<file path="src/rtl/ram_free_rom_seq.sv">
// Burst ROM reader: one word issued per cycle; word i = i ^ 'hA5, zero past DEPTH-1.
// Latency: rd_valid one cycle after issue (two with ROM_SEQ_OUTREG_EN).
// Backpressure: none; requests are ignored while busy.
module ram_free_rom_seq #(
    parameter int    WIDTH     = 8,
    parameter int    DEPTH     = 16,
    parameter string INIT_FILE = "",
    localparam int   AW        = (DEPTH > 1) ? $clog2(DEPTH) : 1
) (
    input  logic             clk,
    input  logic             rst,
    input  logic             rd_req,
    input  logic [AW-1:0]    rd_addr,
    input  logic [AW-1:0]    rd_len,
    output logic             busy,
    output logic             rd_valid,
    output logic [WIDTH-1:0] rd_data,
    output logic             rd_last
);

    typedef enum logic {S_IDLE = 1'b0, S_BURST = 1'b1} state_t;

    state_t           state_q, state_d;
    logic [AW-1:0]    addr_q, addr_d;
    logic [AW-1:0]    remain_q, remain_d;
    logic             busy_q;

    logic             iss_vld;
    logic             iss_last;
    logic [AW-1:0]    iss_addr;
    logic             iss_in_rng;
    logic [WIDTH-1:0] rom_word;
    logic [WIDTH-1:0] iss_dat;

    logic             v1_q, l1_q;
    logic [WIDTH-1:0] d1_q;
`ifdef ROM_SEQ_OUTREG_EN
    logic             v2_q, l2_q;
    logic [WIDTH-1:0] d2_q;
`endif

    function automatic logic [AW-1:0] addr_inc(input logic [AW-1:0] a);
        if (int'(a) == DEPTH - 1) return '0;
        return a + AW'(1);
    endfunction

    function automatic logic [WIDTH-1:0] pattern(input logic [AW-1:0] a);
        logic [63:0] w;
        w = 64'(a) ^ 64'hA5;
        return w[WIDTH-1:0];
    endfunction

    assign rom_word = pattern(iss_addr);

    // Addresses past the last word exist when DEPTH is not a power of two; they read as zero.
    assign iss_in_rng = (int'(iss_addr) < DEPTH);
    assign iss_dat    = iss_in_rng ? rom_word : '0;

    always_comb begin
        iss_vld  = 1'b0;
        iss_last = 1'b0;
        iss_addr = addr_q;
        state_d  = state_q;
        addr_d   = addr_q;
        remain_d = remain_q;
        case (state_q)
            S_IDLE: begin
                if (rd_req && !busy_q) begin
                    iss_vld  = 1'b1;
                    iss_addr = rd_addr;
                    iss_last = (rd_len == '0);
                    addr_d   = addr_inc(rd_addr);
                    remain_d = rd_len - AW'(1);
                    if (rd_len != '0) state_d = S_BURST;
                end
            end
            S_BURST: begin
                iss_vld  = 1'b1;
                iss_addr = addr_q;
                iss_last = (remain_q == '0);
                addr_d   = addr_inc(addr_q);
                remain_d = remain_q - AW'(1);
                if (remain_q == '0) state_d = S_IDLE;
            end
            default: state_d = S_IDLE;
        endcase
    end

    always_ff @(posedge clk) begin
        if (rst) begin
            state_q  <= S_IDLE;
            addr_q   <= '0;
            remain_q <= '0;
            busy_q   <= 1'b0;
            v1_q     <= 1'b0;
            l1_q     <= 1'b0;
            d1_q     <= '0;
`ifdef ROM_SEQ_OUTREG_EN
            v2_q     <= 1'b0;
            l2_q     <= 1'b0;
            d2_q     <= '0;
`endif
        end else begin
            state_q  <= state_d;
            addr_q   <= addr_d;
            remain_q <= remain_d;
            v1_q     <= iss_vld;
            l1_q     <= iss_last;
            if (iss_vld) d1_q <= iss_dat;
`ifdef ROM_SEQ_OUTREG_EN
            // Busy covers both the issue slot and the word sitting in the first stage.
            busy_q   <= iss_vld | v1_q;
            v2_q     <= v1_q;
            l2_q     <= l1_q;
            if (v1_q) d2_q <= d1_q;
`else
            busy_q   <= iss_vld;
`endif
        end
    end

    assign busy = busy_q;
`ifdef ROM_SEQ_OUTREG_EN
    assign rd_valid = v2_q;
    assign rd_last  = l2_q;
    assign rd_data  = d2_q;
`else
    assign rd_valid = v1_q;
    assign rd_last  = l1_q;
    assign rd_data  = d1_q;
`endif

endmodule
</file>
<file path="config.mk">
export PLATFORM = sky130hd
export DESIGN_NAME = ram_free_rom_seq
export DESIGN_NICKNAME = d
export VERILOG_FILES = /design/src/rtl/ram_free_rom_seq.sv
export SDC_FILE = /design/constraint.sdc
export NUM_CORES = 1
export LEC_CHECK = 0
export BUFFER_PORTS_ARGS = -buffer_cell sky130_fd_sc_hd__buf_2
export CAP_MARGIN = 20
export CORE_AREA = 2 2 45 47
export DETAILED_ROUTE_END_ITERATION = 10
export DIE_AREA = 0 0 47 49
export PLACE_DENSITY = 0.75
export SLEW_MARGIN = 20
export SYNTH_ARGS = -nofsm -noshare
export SYNTH_HDL_FRONTEND = slang
export SYNTH_SLANG_ARGS = --single-unit
</file>
<file path="constraint.sdc">
create_clock -name clk -period 2.1 [get_ports clk]
set_input_delay 0.105 -clock clk [delete_from_list [all_inputs] [get_ports clk]]
set_output_delay 0.105 -clock clk [all_outputs]
set_load 0.02 [all_outputs]
</file>
==> results.md <==
- Outcome: finished, final reports clean
- Post-Layout Inst Area: 970 um^2
- CTS tree: built
- Final count of pins violating max slew: 0
- CTS Buf Count: 3
- Count of inserted antenna diode cells: 0
- Largest net degree at the start of global routing: 21
- Kind of critical path: flop to flop
- Violation count after the first detailed-route iteration: 13
- Pin slew with the least headroom to its limit: 0.496 ns
- Maximum clock rate: 652 MHz
- Unrepaired setup endpoints after global routing: no
- Drt drc: 0
- Router iterations before antenna repair: 4
- Cell family contributing the most delay on the critical path: simple AND/OR/NAND/NOR gates
- Number of global-route vias before repair: 677
- Cells along the critical path: buf_4 > nand2b_1 > nor2_1 > nor4_1
- Share of the clock period used by the worst path after layout: 73.0%
- Mean Syn Cell Area: 8.68 um^2
- Maximum cell stage delay along the critical path: 0.43 ns
- Count of standard-cell rows: 16
- Slew margin rel.: 66.1%
- Number of setup buffers added after CTS: 0
- Leakage: 0.419 nW
- Data required time of the worst path: 2.29 ns
- Synthesis-to-layout area growth: 14.0%
- Max cap viols: 0
- CTS Hold Buffers Added: 0
- Kind of path behind the tightest hold check: input port to flop
- Highest-count cells in the layout ignoring fill and taps: sky130_fd_sc_hd__buf_2, sky130_fd_sc_hd__dfxtp_1, sky130_fd_sc_hd__nor2_1
- Area of the die: 2300 um^2
- Die outline height: 49 um
- Area fraction of the dominant cell type after synthesis: 37.6%
- Final routed wirelength across all metal layers: 1770 um
- Ratio of cells with drive above 1 in the final layout: 21.7%
- Footprint of the multi-input gates: 473 um^2
- Area inside the core boundary: 1840 um^2
- Half-perimeter wire length after placement: 1330 um
- Post-Place Cell Area: 933 um^2
- Longest Clk Path Bufs: 2
- First-pass GRT wire length: 2850 um
- Number of synthesized register bits: 16
- Crit. End Element: flop
- Clock-pin slew of the registers on the worst-case setup and hold paths: 0.10 ns
- Startpoint type of the worst setup path: flop
- Layout Skew: 0.0105 ns
- Synth area leaders: sky130_fd_sc_hd__dfxtp_1, sky130_fd_sc_hd__mux2i_1, sky130_fd_sc_hd__nor2_1
- Data arrival at the endpoint of the critical path: 1.73 ns
- Die Width: 47 um
- Most common cell after layout, fill and taps aside: sky130_fd_sc_hd__buf_2
- Fill cell total of the finished layout: 191
- H-tree level count: 1
- Synth cell types: 34
- Slack of the critical path: 0.567 ns
- Non-filler cells, final: 142
- # setup viols final: 0
- Flip-flop and latch area: 320 um^2
- Overall power of the completed layout: 0.780 mW
- Dominant register cell in the synthesized netlist: sky130_fd_sc_hd__dfxtp_1
- Warnings from Yosys: 0
- Number of antenna violations at the first check in global routing: 0
- Via count of the routed design: 783
- Number of standard cells after synthesis: 98
- Post-synthesis cell type with the largest combined area: sky130_fd_sc_hd__dfxtp_1
- Sinks on the clock net: 16
- All-Layer GR Usage: 16.8%
- Area of the mapped netlist: 851 um^2
- Vias per cell: 5.51
- Number of gates given a new drive strength after cts: 0
- Final setup TNS: 0 ns
- Post-layout min period: 1.53 ns
- Maximum fanout along the worst path: 20
- Instance count after placement with tap cells included: 138
- Power density cells: 805 nW/um^2
- Buf/Inv on CP: 1
- FFs w/ async S/R, synth: 0%
- Count of endpoints failing hold in the final timing report: 0
- Worst slack at placement: 0.587 ns
- Number of port buffers: 19
- Clock network latency to the later pin of the worst-skew pair: 0.29 ns
- Critical-path cell with the highest stage delay: sky130_fd_sc_hd__dfxtp_1
- Total global routing overflow: 0
- Peak supply drop: 0.000463 V
- EDFF count, synth: 0
- Antenna viol nets, final: 0
- Buffer type at the clock tree root: sky130_fd_sc_hd__clkbuf_4
- Routed WL per cell: 12.4 um
- Starting Density: 46.2%
- Part of the Yosys area used for sequential elements: 37.6%
- RD Place Congestion: 0.778
- Number of primary I/O pins: 22
- Total number of nets in the final design: 130
[cells by family (layout without fill, tap and decap cells)]
group | Yosys count | in the layout | synth area share [%]
AND/OR/NAND/NOR | 37 | 37 | 21.9
adder cells (fa/ha/maj) | 3 | 3 | 4.41
other | 1 | 2 | 0.441
flip-flops | 16 | 16 | 37.6
XOR/XNOR | 1 | 1 | 1.03
AO/OA/AOI/OAI | 24 | 24 | 19.0
multiplexers | 7 | 7 | 8.38
buffers and inverters | 9 | 25 | 7.20
[worst paths after layout]
path                            cells after the start   startpoint  slack [ns]          end
worst max register to register                      4      state_q        0.57    addr_q[3]
worst max-delay path                                4      state_q        0.57    addr_q[3]
worst min-delay path                                3   rd_addr[0]        0.16   rd_data[0]
worst min register to register                      2  remain_q[0]        0.48  remain_q[0]
[through the flow]
step | hold WS, ns | utilization, %
after floorplan | 0.177 | -
after CTS | 0.157 | 52.6
after detailed placement | 0.460 | 50.7
final | 0.161 | 52.6
after global placement | 0.449 | 50.7
after global routing | 0.164 | 52.6
[cells in the mapped netlist, types with 3 or more instances]
cell type	count
sky130_fd_sc_hd__a211oi_1	3
sky130_fd_sc_hd__a21oi_1	5
sky130_fd_sc_hd__buf_4	5
sky130_fd_sc_hd__dfxtp_1	16
sky130_fd_sc_hd__ha_1	3
sky130_fd_sc_hd__mux2i_1	6
sky130_fd_sc_hd__nand2_1	7
sky130_fd_sc_hd__nor2_1	14
sky130_fd_sc_hd__nor2b_1	3
sky130_fd_sc_hd__nor3_1	3
sky130_fd_sc_hd__o21ai_0	5
[tightest hold or removal path, cell delays in order]
cell and delay (ns):
sky130_fd_sc_hd__buf_2 0.12, sky130_fd_sc_hd__a211o_1 0.13, sky130_fd_sc_hd__a21oi_1 0.05
[flip-flops by register name, summed over array words and instances, names as in the netlist]
register  flops
rd_data       5
addr_q        4
rd_last       1
state_q       1
remain_q      4
rd_valid      1
[metal layers]
layer | track usage (%) | part of all wire [%] | vias up
li1 | - | - | 388
met5 | 0 | 0 | -
met3 | 3.70 | 5.5 | 5
met2 | 26.0 | 48 | 27
met4 | 7.41 | 1.8 | 0
met1 | 21.8 | 45 | 363
[where the power goes]
part           total, mW  switching [mW]  internal (mW)  leakage [nW]
clock network      0.201          0.0959          0.106        0.0210
logic              0.209           0.123         0.0865         0.265
registers          0.370          0.0291          0.340         0.133
total              0.780           0.248          0.533         0.419
[final cells by class]
class	count	share of cell area [%]
inverters	1	0.387
repair buffers	20	10.6
multi-input cells	74	48.8
flip-flops and latches	16	33.0
clock buffers	4	3.74
well taps	27	3.48
No activity file was read; power rests on OpenSTA's default activity.
